### config.mk
export PLATFORM = sky130hd
export DESIGN_NAME = gb_cpu_fetch_flat
export DESIGN_NICKNAME = d
export VERILOG_FILES = /design/src/rtl/gb_cpu_fetch_if.sv /design/src/rtl/gb_cpu_fetch.sv /design/src/flat_wrapper.sv
export SDC_FILE = /design/constraint.sdc
export NUM_CORES = 1
export LEC_CHECK = 0
export BUFFER_PORTS_ARGS = -buffer_cell sky130_fd_sc_hd__buf_2
export CAP_MARGIN = 25
export CORE_UTILIZATION = 40
export CTS_CLUSTER_DIAMETER = 60
export CTS_CLUSTER_SIZE = 10
export DETAILED_ROUTE_END_ITERATION = 16
export PLACE_DENSITY = 0.76
export SKIP_LAST_GASP = 1
export SLEW_MARGIN = 20
export SYNTH_ARGS = -nofsm -noshare
export SYNTH_HDL_FRONTEND = slang
export SYNTH_SLANG_ARGS = --single-unit
### constraint.sdc
create_clock -name clk -period 3.22 [get_ports clk]
set_input_delay 0 -clock clk [delete_from_list [all_inputs] [get_ports clk]]
set_output_delay 0 -clock clk [all_outputs]
set_load 0.01 [all_outputs]
### src/rtl/gb_cpu_fetch_if.sv
// Bus bundle between the fetch unit, the memory read port, the execute-stage
// redirect and the decoder handshake.
interface gb_cpu_fetch_if;
    logic [15:0] mem_addr;
    logic        mem_rd_req;
    logic [7:0]  mem_rd_data;
    logic        mem_rd_valid;
    logic        pc_load;
    logic [15:0] pc_load_value;
    logic        instr_valid;
    logic        instr_ready;
    logic [23:0] instruction;
    logic [15:0] instr_pc;
    logic [1:0]  instr_len;

    modport master (
        output mem_addr, mem_rd_req, instr_valid, instruction, instr_pc, instr_len,
        input  mem_rd_data, mem_rd_valid, pc_load, pc_load_value, instr_ready
    );

    modport slave (
        input  mem_addr, mem_rd_req, instr_valid, instruction, instr_pc, instr_len,
        output mem_rd_data, mem_rd_valid, pc_load, pc_load_value, instr_ready
    );
endinterface

### src/rtl/gb_cpu_fetch.sv
// Game Boy CPU instruction fetch: reads 1-3 bytes starting at the PC and
// hands the packed instruction word to the decoder over valid/ready.
module gb_cpu_fetch #(
    parameter logic [15:0] RESET_PC = 16'h0000
) (
    input  logic            clk,
    input  logic            rst_n,
    gb_cpu_fetch_if.master  bus
);

    typedef enum logic [2:0] {
        ST_START,
        ST_F0,
        ST_F1,
        ST_F2,
        ST_HOLD
    } state_t;

    state_t      r_state;
    logic [15:0] r_pc;
    logic        r_req;
    logic        r_valid;
    logic [23:0] r_instr;
    logic [15:0] r_instr_pc;
    logic [1:0]  r_len;

    logic        w_xfer;
    logic [7:0]  w_byte;

    function automatic logic [1:0] len_of(input logic [7:0] op);
        logic [1:0] len;
        len = 2'd1;
        if ((op[7:6] == 2'b00 && op[3:0] == 4'h1) || op == 8'h08 ||
            (op[7:5] == 3'b110 && (op[2:0] == 3'b010 || op[2:0] == 3'b100)) ||
            op == 8'hC3 || op == 8'hCD || op == 8'hEA || op == 8'hFA)
            len = 2'd3;
        else if ((op[7:6] == 2'b00 && op[2:0] == 3'b110) ||
                 op == 8'h10 || op == 8'h18 || op == 8'h20 || op == 8'h28 ||
                 op == 8'h30 || op == 8'h38 || op == 8'hCB ||
                 (op[7:6] == 2'b11 && op[2:0] == 3'b110) ||
                 op == 8'hE0 || op == 8'hF0 || op == 8'hE8 || op == 8'hF8)
            len = 2'd2;
        return len;
    endfunction

    assign w_xfer = r_req && bus.mem_rd_valid;
    assign w_byte = bus.mem_rd_data;

    always_ff @(posedge clk or negedge rst_n) begin
        if (!rst_n) begin
            r_state    <= ST_START;
            r_pc       <= RESET_PC;
            r_req      <= 1'b0;
            r_valid    <= 1'b0;
            r_instr    <= 24'h0;
            r_instr_pc <= RESET_PC;
            r_len      <= 2'd0;
        end else if (bus.pc_load) begin
            // Redirect wins over any transfer or partial instruction; a HOLD
            // handshake in the same cycle is simply treated as accepted.
            r_pc    <= bus.pc_load_value;
            r_state <= ST_F0;
            r_req   <= 1'b1;
            r_valid <= 1'b0;
        end else begin
            case (r_state)
                ST_START: begin
                    r_state <= ST_F0;
                    r_req   <= 1'b1;
                end
                ST_F0: if (w_xfer) begin
                    r_instr    <= {w_byte, 16'h0000};
                    r_instr_pc <= r_pc;
                    r_pc       <= r_pc + 16'd1;
                    r_len      <= len_of(w_byte);
                    if (len_of(w_byte) == 2'd1) begin
                        r_state <= ST_HOLD;
                        r_req   <= 1'b0;
                        r_valid <= 1'b1;
                    end else begin
                        r_state <= ST_F1;
                    end
                end
                ST_F1: if (w_xfer) begin
                    r_instr[15:8] <= w_byte;
                    r_pc          <= r_pc + 16'd1;
                    if (r_len == 2'd2) begin
                        r_state <= ST_HOLD;
                        r_req   <= 1'b0;
                        r_valid <= 1'b1;
                    end else begin
                        r_state <= ST_F2;
                    end
                end
                ST_F2: if (w_xfer) begin
                    r_instr[7:0] <= w_byte;
                    r_pc         <= r_pc + 16'd1;
                    r_state      <= ST_HOLD;
                    r_req        <= 1'b0;
                    r_valid      <= 1'b1;
                end
                ST_HOLD: if (bus.instr_ready) begin
                    r_state <= ST_F0;
                    r_req   <= 1'b1;
                    r_valid <= 1'b0;
                end
                default: begin
                    r_state <= ST_START;
                    r_req   <= 1'b0;
                    r_valid <= 1'b0;
                end
            endcase
        end
    end

    // The PC register doubles as the request address; it only moves on a
    // completed transfer or a redirect, which keeps mem_addr stable while waiting.
    assign bus.mem_addr    = r_pc;
    assign bus.mem_rd_req  = r_req;
    assign bus.instr_valid = r_valid;
    assign bus.instruction = r_instr;
    assign bus.instr_pc    = r_instr_pc;
    assign bus.instr_len   = r_len;

endmodule

### src/flat_wrapper.sv
// flat-port wrapper written by rule: the top's interface ports become plain ports
module gb_cpu_fetch_flat 
#(
    parameter logic [15:0] RESET_PC = 16'h0000
)
  (clk, rst_n, bus_mem_addr, bus_mem_rd_req, bus_instr_valid, bus_instruction, bus_instr_pc, bus_instr_len, bus_mem_rd_data, bus_mem_rd_valid, bus_pc_load, bus_pc_load_value, bus_instr_ready);
  gb_cpu_fetch_if bus_i ();
  input  logic clk;
  input  logic rst_n;
  output wire logic [$bits(bus_i.mem_addr)-1:0] bus_mem_addr;
  output wire logic [$bits(bus_i.mem_rd_req)-1:0] bus_mem_rd_req;
  output wire logic [$bits(bus_i.instr_valid)-1:0] bus_instr_valid;
  output wire logic [$bits(bus_i.instruction)-1:0] bus_instruction;
  output wire logic [$bits(bus_i.instr_pc)-1:0] bus_instr_pc;
  output wire logic [$bits(bus_i.instr_len)-1:0] bus_instr_len;
  input wire logic [$bits(bus_i.mem_rd_data)-1:0] bus_mem_rd_data;
  input wire logic [$bits(bus_i.mem_rd_valid)-1:0] bus_mem_rd_valid;
  input wire logic [$bits(bus_i.pc_load)-1:0] bus_pc_load;
  input wire logic [$bits(bus_i.pc_load_value)-1:0] bus_pc_load_value;
  input wire logic [$bits(bus_i.instr_ready)-1:0] bus_instr_ready;
  assign bus_mem_addr = bus_i.mem_addr;
  assign bus_mem_rd_req = bus_i.mem_rd_req;
  assign bus_instr_valid = bus_i.instr_valid;
  assign bus_instruction = bus_i.instruction;
  assign bus_instr_pc = bus_i.instr_pc;
  assign bus_instr_len = bus_i.instr_len;
  assign bus_i.mem_rd_data = bus_mem_rd_data;
  assign bus_i.mem_rd_valid = bus_mem_rd_valid;
  assign bus_i.pc_load = bus_pc_load;
  assign bus_i.pc_load_value = bus_pc_load_value;
  assign bus_i.instr_ready = bus_instr_ready;
  gb_cpu_fetch #(.RESET_PC(RESET_PC)) u_core (.clk(clk), .rst_n(rst_n), .bus(bus_i));
endmodule
Word-level counts from Yosys, hierarchy flattened
Cells that the tools add are included.

operators by class
  add/sub/neg operators = 1
  shift-type cells = 0
  bitwise logic cells = 1
  multiply operators = 0
  divide/modulo/power cells = 0
  order comparisons = 0
  muxes and demuxes = 36
  equality and inequality tests = 38
  reductions and logical operators = 38

operator list
  operator                                                count
  == test 8 bit (second input constant)                   9
  two-way mux 16 bit                                      4
  == test 8 x 6 -> 1 bit (second input constant)          4
  case mux 8 bit (2 select lines)                         2
  two-way mux 3 bit                                       7
  logical OR 1 bit                                        19
  adder 16 x 1 -> 16 bit (second input constant)          1
  == test 8 x 5 -> 1 bit (second input constant)          2
  inequality test 3 x 2 -> 1 bit (second input constant)  5
  case mux 3 bit (5 select lines)                         1
  two-way mux 1 bit                                       14
  == test 3 bit (second input constant)                   4
  AND reduction 4 bit                                     3
  two-way mux 2 bit                                       5
  case mux 1 bit (5 select lines)                         2
  == test 3 x 2 -> 1 bit (second input constant)          3
  == test 8 x 4 -> 1 bit (second input constant)          1
  two-way mux 8 bit                                       1
  nonzero test 2 bit                                      4
  AND reduction 7 bit                                     1
  inequality test 2 x 1 -> 1 bit (second input constant)  3
  AND reduction 6 bit                                     1
  logical AND 1 bit                                       5
  == test 2 bit (second input constant)                   2
  11 further kinds                                        11

storage, ports and cells
  register bits after elaboration = 63
  output and inout bits = 60
  bits of input ports = 29
  memory bits (writable) = 0
  memories kept = 0
  memory bits (read-only) = 0
  latch bits = 0
  word-level logic and storage cells = 123

Logic depth before layout (Yosys ltp)
Gate-level depths: netlist of the first run.

  word-level depth = 24
  gate-level depth with buffers = 7
  depth with buffers taken out = 5

Worst setup path after synthesis of the first run
OpenSTA, ideal clock, no wires.

  path type = register -> register
  start = register u_core.r_req, in the netlist u_core.bus.mem_rd_req
  end = register u_core.r_len[0], in the netlist u_core.bus.instr_len[0]
  stages on the path, launching flop included = 7
  data arrival time = 1.427 ns
  setup time = 0.118 ns
  slack = 1.674 ns
  data required time = 3.102 ns
  cell sequence = dfrtp_1 nand2_2 or4_1 buf_2 buf_6 nand2_1 nand2_1

between the ends
  cells in the longest elaborated chain, start to end = 2

ends and longest elaborated chain
  element                        RTL line            text
  from (decl)                    gb_cpu_fetch.sv:21  logic r_req;
  from (signal assigned)         gb_cpu_fetch.sv:53  r_req <= 1'b0;
  from (signal assigned)         gb_cpu_fetch.sv:63  r_req <= 1'b1;
  from (signal assigned)         gb_cpu_fetch.sv:69  r_req <= 1'b1;
  logical AND 1 bit              gb_cpu_fetch.sv:46  assign w_xfer = r_req && bus.mem_rd_valid;
  AND reduction 3 bit (no line)  n/a
  to (signal assigned)           gb_cpu_fetch.sv:75  r_len <= len_of(w_byte);
  to (decl)                      gb_cpu_fetch.sv:25  logic [1:0] r_len;

Every way passes these cells.
A chain may end at the register's enable or synchronous reset.

Worst setup path after layout of the first run
  start = register u_core.r_state[1]
  end = register u_core.r_instr[19], in the netlist u_core.bus.instruction[19]

between the ends
  cells in the longest elaborated chain, start to end = 2

ends and longest elaborated chain
  element                        RTL line            text
  from (decl)                    gb_cpu_fetch.sv:19  state_t r_state;
  from (signal assigned)         gb_cpu_fetch.sv:51  r_state <= ST_START;
  from (signal assigned)         gb_cpu_fetch.sv:62  r_state <= ST_F0;
  from (signal assigned)         gb_cpu_fetch.sv:68  r_state <= ST_F0;
  == test 3 x 1 -> 1 bit         gb_cpu_fetch.sv:66  case (r_state)
  AND reduction 3 bit (no line)  n/a
  to (signal assigned)           gb_cpu_fetch.sv:72  r_instr <= {w_byte, 16'h0000};
  to (decl)                      gb_cpu_fetch.sv:23  logic [23:0] r_instr;

Every way passes these cells.

==> results of run 1 <==
[flip-flops by register name (all words and copies together), names as in the netlist]
register and cells:
u_core.bus.instruction 24, u_core.bus.instr_valid 1, u_core.bus.mem_rd_req 1, u_core.bus.instr_pc 16
u_core.bus.mem_addr 16, u_core.r_state 3, u_core.bus.instr_len 2
[cell usage after synthesis (all sizes together), types with 2 or more instances]
| library cell | count | area, µm² |
|---|---|---|
| nand2 | 117 | 442 |
| dfrtp | 63 | 1580 |
| o21ai | 27 | 135 |
| buf | 13 | 98.8 |
| clkbuf | 9 | 35.0 |
| nand3 | 9 | 55.1 |
| nor2 | 9 | 36.3 |
| xor2 | 9 | 78.8 |
| a22o | 8 | 70.1 |
| xnor2 | 8 | 70.1 |
| nor4 | 5 | 58.8 |
| nand4 | 4 | 25.0 |
| nor2b | 4 | 25.0 |
| nor3 | 4 | 20.0 |
| a21oi | 3 | 15.0 |
| and3 | 3 | 18.8 |
| inv | 3 | 11.3 |
| nand2b | 3 | 18.8 |
| a211oi | 2 | 20.0 |
| a31oi | 2 | 12.5 |
| and2 | 2 | 12.5 |
| and4 | 2 | 17.5 |
| mux2 | 2 | 26.3 |
| nand3b | 2 | 15.0 |
| o21a | 2 | 15.0 |
[through the flow]
| stage | utilization (%) | setup WS, ns |
|---|---|---|
| after floorplan | - | 1.67 |
| after global placement | 48.1 | 1.18 |
| after detailed placement | 48.1 | 1.13 |
| after CTS | 54.8 | 1.13 |
| after global routing | 54.8 | 0.965 |
| final | 54.8 | 1.15 |
[worst max path at each step]
stage,from,to,slack (ns),cells after the start
after floorplan,u_core.bus.mem_rd_req$_DFFE_PN0P_,u_core.bus.instr_len[0]$_DFFE_PN0P_,1.67,6
after global placement,u_core.r_state[1]$_DFFE_PN0P_,u_core.bus.instruction[19]$_DFFE_PN0P_,1.18,4
after detailed placement,u_core.r_state[1]$_DFFE_PN0P_,u_core.bus.instruction[19]$_DFFE_PN0P_,1.13,4
after CTS,u_core.r_state[1]$_DFFE_PN0P_,u_core.bus.instruction[19]$_DFFE_PN0P_,1.13,4
after global routing,u_core.r_state[1]$_DFFE_PN0P_,u_core.bus.instruction[17]$_DFFE_PN0P_,0.96,4
final,u_core.r_state[1]$_DFFE_PN0P_,u_core.bus.instruction[19]$_DFFE_PN0P_,1.15,4
[power by group through the flow]
stage | clock, mW | combinational, mW | sequential, mW
2_1_floorplan | 0 | 0.352 | 1.22
3_3_place_gp | 0 | 0.714 | 1.14
3_5_place_dp | 0 | 0.728 | 1.15
4_1_cts | 0.808 | 0.755 | 1.13
5_1_grt | 0.843 | 0.836 | 1.16
6_report | 0.790 | 0.742 | 1.13
[routing by layer]
layer / part of all wire [%] / vias up / GRT usage (%) / routed length, µm
met2: 47 / 80 / 35.9 / 3600
li1: - / 1323 / - / -
met3: 6.4 / 6 / 6.31 / 485
met1: 46 / 1287 / 24.9 / 3480
met5: 0 / - / 0 / 0
met4: 0.63 / 0 / 3.61 / 48
[layout make-up]
cell class,instances,area [µm²],area share (%)
timing repair buffer,117,723,18.0
sequential,63,1580,39.2
multi-input combinational,243,1350,33.7
inverter,3,11.3,0.280
clock inverter,3,65.1,1.62
tap,99,124,3.08
clock buffer,12,165,4.11
[worst min-delay path, cell delays in order]
cell     delay, ns
buf_2         0.13
nand3_1       0.08
a31o_2        0.14
[cells by family (layout without fill, tap and decap cells)]
kind of cell	count (synthesis)	count (layout)	synth area share, %
AND/OR/NAND/NOR	168	168	25.3
flip-flops	63	63	51.3
AO/OA/AOI/OAI	54	54	12.2
buffers and inverters	25	135	4.72
XOR/XNOR	17	17	4.84
multiplexers	3	3	1.18
adder cells (fa/ha/maj)	1	1	0.407
==> qor.csv, run 1 <==
stage;metric;value;unit
run_status;outcome;finished, final reports clean;
layout;diodes;0;
pwr;switching_power;871;µW
die;die-area;8040;µm²
pwr;internal_power;1.79;mW
global_route;gr-usage-all-layers;20.4;%
route;postRouteAntennaNets;0;
layout;mostFrequentLayoutCells;nand2_1, buf_2, dfrtp_1;
route;viasPerCell;4.99;
sta;tightest_slew;0.922;ns
worst_setup_path;crit_fanout;26;
die;fp.dieH;89.7;µm
yosys;synthesis.area_per_instance;9.29;µm²
worst_setup_path;worstPathRequired;3.41;ns
yosys;ys_types;52;
cts;cts.sinks;63;
cts;ctsHoldBuffers;26;
cts;clk_latency;0.34;ns
die;initial_core_util;42.0;%
placement;dp_hpwl;5.18;mm
worst_setup_path;startpoint_type;flip-flop;
layout;fillers;650;
global_route;antenna_found_initial;0;
sta;max_freq;0.482;GHz
pwr;finalPower;2.67;mW
cts;clock-root-buffer;clkbuf_8;
yosys;yosysWarnings;0;
pwr;peakVddDrop;0.378;mV
sta;holdWs;0.0543;ns
pwr;pwr-share-clk;29.6;%
cts;numCtsBuffers;9;
worst_hold_path;holdPathEnd;u_core.r_state[0]$_DFFE_PN0P_;
worst_setup_path;r2r_slack;1.15;ns
die;core;7330;µm²
die;pin_count;89;
sta;finalHoldViolCount;0;
sta;tns;0;ns
placement;globalplace.congestion;0.811;
pwr;switching_share;32.7;%
sta;slew_headroom;38.5;%
worst_setup_path;path_buf_inv;0;
global_route;grt_pass1_vias;2606;
placement;dp.cells;499;
pwr;cellPowerDensity;663;nW/µm²
route;avgRoutedWirePerCell;14.1;µm
sta;min_period;2.07;ns
placement;io_buffers;88;
cts;cts_tree;done;
route;first_iter_violations;161;
yosys;ys.flop_type;dfrtp_1;
route;drt_first_pass_iters;4;
pwr;comb_power_share;27.8;%
pwr;p_leak;1.98;nW
yosys;ys_ff_latch;63;
route;wl;7.61;mm
layout;layout_commonest_cell;nand2_1;
route;drc;0;
die;die_x;89.7;µm
yosys;synthArstFlopShare;100;%
yosys;synth_fp_nets;361;
worst_setup_path;critPathSlowestCell;or4_1;
sta;skew;0.00918;ns
worst_setup_path;critical_path_class;flip-flop to flip-flop;
route;via_count;2696;
die;num_rows;31;
worst_setup_path;r2r_end;u_core.bus.instruction[19]$_DFFE_PN0P_;
cts;clockBufferDepth;2;
yosys;synth-edff-count;0;
global_route;grt_pass1_wl;12.4;mm
pwr;sequentialPowerShare;42.5;%
job;drv_cap;0;
placement;dpl_cell_area;3530;µm²
worst_hold_path;whs_path_depth;3;
layout;areaGrowthSynthToFinish;30.7;%
cts;post_cts_buffers;0;
worst_setup_path;crit_path_end_kind;flip-flop;
cts;clk_pin_slew;0.07;ns
sta;setup_viol;0;
sta;rsz0062_at_grt;no;
worst_setup_path;arrival;2.26;ns
worst_setup_path;crit_family;simple AND/OR/NAND/NOR gates;
layout;layout-drive-gt1-share;27.2;%
layout;fin_cells;540;
worst_setup_path;cpPeakStageDelay;0.84;ns
worst_setup_path;rr_worst_depth;4;
yosys;syn_inst;331;
worst_setup_path;rr_startpoint;u_core.r_state[1]$_DFFE_PN0P_;
yosys;ys_seq_area_share;51.3;%
global_route;grt_overflow;0;
global_route;grt_max_degree;42;
sta;drv_slew;0;
cts;h-tree-depth;3;
sta;fin_crit_sh;64.4;%
worst_setup_path;cp_cell_sequence;nand2b_1 -> or4_1 -> nand2_1 -> o21ai_0;
worst_hold_path;hold_start;bus_mem_rd_valid;
layout;layout.nets;467;
cts;cts-resized-gates;0;
layout;design_area;4020;µm²
yosys;syn-cell-area;3080;µm²
worst_hold_path;hold_class;primary input to flip-flop;
No activity file was read; power rests on OpenSTA's default activity.
==> run 2, diff against run 1 <==
--- a/config.mk
+++ b/config.mk
@@ -5,13 +5,14 @@
 export SDC_FILE = /design/constraint.sdc
 export NUM_CORES = 1
 export LEC_CHECK = 0
+export ABC_AREA = 1
 export BUFFER_PORTS_ARGS = -buffer_cell sky130_fd_sc_hd__buf_2
 export CAP_MARGIN = 25
 export CORE_UTILIZATION = 40
 export CTS_CLUSTER_DIAMETER = 60
 export CTS_CLUSTER_SIZE = 10
 export DETAILED_ROUTE_END_ITERATION = 16
-export PLACE_DENSITY = 0.76
+export PLACE_DENSITY = 0.78
 export SKIP_LAST_GASP = 1
 export SLEW_MARGIN = 20
 export SYNTH_ARGS = -nofsm -noshare
==> constraint.sdc (replaced) <==
create_clock -name clk -period 1.7 [get_ports clk]
set_input_delay 0 -clock clk [delete_from_list [all_inputs] [get_ports clk]]
set_output_delay 0 -clock clk [all_outputs]
set_load 0.01 [all_outputs]
==> run 2 against run 1 <==
  * Utilization rose by 0.27 points
  * Flip-flop and latch count did not move
  * Synthesized area rose by 4.9%
  * Non-clock buffer count rose by 6
  * Clock-buffer cell count did not move
  * Die area rose by 4.8%
  * Maximum frequency rose by 28%
  * Setup slack got worse by 1.1 ns
  * Final cell count rose by 11%
  * Critical endpoint is now u_core.bus.mem_addr[11]$_DFFE_PN0P_
==> qor.csv, run 2 <==
stage;metric;value;unit
worst_setup_path;crit_path_frequent_cell;nor2_4;
yosys;yosysWarnings;0;
cts;h-tree-depth;3;
layout;fin_cells;601;
sta;max_freq;0.618;GHz
route;drc;0;
yosys;synth_simple_gate_area_share;25.2;%
yosys;synth_fa_ha_area_share;0.388;%
pwr;internal_power;3.64;mW
yosys;netlist_top_cells_area;dfrtp_1, nand2_1, o21ai_2;
yosys;synth-compound-area-share;15.6;%
route;drt_first_pass_iters;4;
worst_setup_path;r2r_end;u_core.bus.mem_addr[11]$_DFFE_PN0P_;
global_route;grt_pass1_vias;2901;
route;wl;8.45;mm
global_route;grt_max_degree;64;
cts;clock-root-buffer;clkbuf_8;
worst_hold_path;whs_path_depth;3;
worst_setup_path;critical_path_class;flip-flop to flip-flop;
placement;pre_cts_ws;0.000980;ns
yosys;ys.flop_type;dfrtp_1;
global_route;grt_pass1_wl;13.8;mm
route;via_count;3022;
worst_setup_path;crit_path_end_kind;flip-flop;
sta;rsz0062_at_grt;yes;
sta;tightest_slew;0.498;ns
sta;skew;0.00966;ns
pwr;switching_power;2.36;mW
cts;clk_latency;0.34;ns
pwr;switching_share;39.3;%
run_status;outcome;finished, final reports clean;
die;die-area;8430;µm²
global_route;antenna_found_initial;0;
cts;cts_tree;done;
worst_setup_path;critPathSlowestCell;dfrtp_1;
die;num_rows;32;
yosys;synthMostInstantiatedCell;nand2_1;
cts;clockBufferDepth;2;
yosys;synthArstFlopShare;100;%
pwr;peakVddDrop;0.664;mV
layout;layout-drive-gt1-share;34.9;%
worst_setup_path;cp_cell_sequence;buf_4 -> nand3_2 -> nor2_4 -> nand2_4 -> nor2_4 -> nand2_2 -> nor2_2 -> xor2_1 -> a21oi_1;
sta;setup_viol;0;
placement;globalplace.congestion;0.887;
yosys;syn-cell-area;3230;µm²
worst_setup_path;crit_fanout;4;
pwr;finalPower;5.99;mW
layout;mostFrequentLayoutCells;nand2_1, buf_2, dfrtp_1;
pwr;sequentialPowerShare;38.6;%
cts;numCtsBuffers;9;
route;first_iter_violations;133;
die;core;7770;µm²
sta;min_period;1.62;ns
die;fp.dieH;91.8;µm
yosys;synth_top_area_share;48.9;%
worst_setup_path;path_buf_inv;1;
yosys;ys_seq_area_share;48.9;%
yosys;ys_top_cells_by_count;nand2_1, dfrtp_1, inv_1;
worst_hold_path;hold_start;bus_mem_rd_data[5];
pwr;p_leak;2.26;nW
worst_hold_path;holdPathEnd;u_core.bus.instruction[21]$_DFFE_PN0P_;
pwr;comb_power_share;39.2;%
die;initial_core_util;41.5;%
yosys;synth-edff-count;0;
yosys;ys_ff_latch;63;
job;drv_cap;0;
sta;fin_crit_sh;95.2;%
sta;slew_headroom;66.7;%
yosys;yosys.area.top_type;dfrtp_1;
die;die_x;91.8;µm
yosys;syn_inst;372;
placement;io_buffers;88;
layout;largest_reg_flops;24;
worst_setup_path;worstPathRequired;1.91;ns
layout;fillers;717;
placement;dpl_cell_area;3750;µm²
yosys;synth_fp_nets;402;
layout;layout.nets;525;
route;avgRoutedWirePerCell;14.1;µm
layout;design_area;4280;µm²
pwr;cellPowerDensity;1400;nW/µm²
sta;drv_slew;0;
yosys;synth_mux_area_share;0;%
yosys;synth_xor_area_share;1.63;%
layout;layout_commonest_cell;nand2_1;
route;postRouteAntennaNets;0;
placement;dp_hpwl;5.75;mm
worst_setup_path;crit_family;simple AND/OR/NAND/NOR gates;
global_route;grt_overflow;0;
layout;fin_util;55.1;%
die;pin_count;89;
yosys;synth_top_family_by_area;simple AND/OR/NAND/NOR gates;
cts;cts.sinks;63;
worst_setup_path;startpoint_type;flip-flop;
pwr;pwr-share-clk;22.3;%
worst_setup_path;cpPeakStageDelay;0.41;ns
cts;clk_pin_slew;0.08;ns
yosys;ys_types;35;
sta;finalHoldViolCount;0;
worst_hold_path;hold_class;primary input to flip-flop;
yosys;synthesis.area_per_instance;8.67;µm²
worst_setup_path;arrival;1.82;ns
worst_setup_path;rr_worst_depth;9;
sta;tns;0;ns
layout;areaGrowthSynthToFinish;32.6;%
worst_setup_path;r2r_slack;0.08;ns
layout;diodes;0;
placement;dp.cells;557;
worst_setup_path;rr_startpoint;u_core.bus.mem_addr[0]$_DFFE_PN0P_;
route;viasPerCell;5.03;
sta;holdWs;0.000432;ns
global_route;gr-usage-all-layers;20.7;%
sta;fin_ws;0.0810;ns
[run 2: cell count changes in the layout (fill, tap and decap cells not counted), moves of 11 or more]
cell and delta:
buf_4 +11, nand3_1 +22, nand2_1 -23, inv_1 +33, nor2_1 +14, o21ai_2 +21
[run 2: worst max-delay path by stage]
stage                                                   from                             endpoint  slack, ns  cells past startpoint
final                     u_core.bus.mem_addr[0]$_DFFE_PN0P_  u_core.bus.mem_addr[11]$_DFFE_PN0P_       0.08                      9
after global placement    u_core.bus.mem_addr[1]$_DFFE_PN0P_  u_core.bus.mem_addr[12]$_DFFE_PN0P_       0.08                      9
after floorplan           u_core.bus.mem_addr[1]$_DFFE_PN0P_  u_core.bus.mem_addr[12]$_DFFE_PN0P_       0.18                      9
after global routing      u_core.bus.mem_addr[0]$_DFFE_PN0P_  u_core.bus.mem_addr[13]$_DFFE_PN0P_      -0.03                      9
after detailed placement  u_core.bus.mem_addr[1]$_DFFE_PN0P_  u_core.bus.mem_addr[12]$_DFFE_PN0P_      0.001                      9
after CTS                 u_core.bus.mem_addr[0]$_DFFE_PN0P_  u_core.bus.mem_addr[12]$_DFFE_PN0P_       0.03                      9
[run 2: timing repair]
| item | CTS | global route |
|---|---|---|
| hold buffers | 20 | 0 |
| setup buffers | 1 | 8 |
| resized for setup | 3 | 13 |
| setup endpoints to repair | 2 | 7 |
| endpoints found under the hold margin | 82 | 0 |
| pin swaps | 0 | 6 |
[run 2: final cells by class]
type,instances,area (µm²),share of cell area (%)
sequential,63,1580,36.8
inverter,44,170,3.98
clock buffer,12,155,3.63
timing repair buffer,123,766,17.9
tap,102,128,2.98
clock inverter,3,42.5,0.994
multi-input combinational,254,1440,33.7
[run 2: worst reg2reg max path: cells and delay by family (launching register included)]
| family | cells | cell delay (ns) |
|---|---|---|
| xor gates and xnor gates | 1 | 0.15 |
| AOI/OAI and AO/OA | 1 | 0.08 |
| buffers and inverters | 1 | 0.14 |
| and+or+nand+nor | 6 | 0.70 |
| DFF | 1 | 0.41 |
[run 2: routing by layer]
layer  routed length, µm  GRT usage, %
met3                 359          4.15
met5                   0             0
met1                3820          27.2
met2                4160          34.3
met4                 109          6.64
[run 2: cell families after synthesis]
group                      Yosys count
adders and majority gates            1
AOI/OAI and AO/OA                   73
DFF                                 63
buffers and inverters               55
and+or+nand+nor                    174
xor gates and xnor gates             6
[run 2: power by group through the flow]
stage | logic (mW) | registers, mW | clock network [mW]
after floorplan | 1.27 | 2.48 | 0
after global placement | 2.14 | 2.31 | 0
after detailed placement | 2.19 | 2.32 | 0
after CTS | 2.27 | 2.30 | 1.34
final | 2.35 | 2.31 | 1.34
after global routing | 2.60 | 2.36 | 1.43
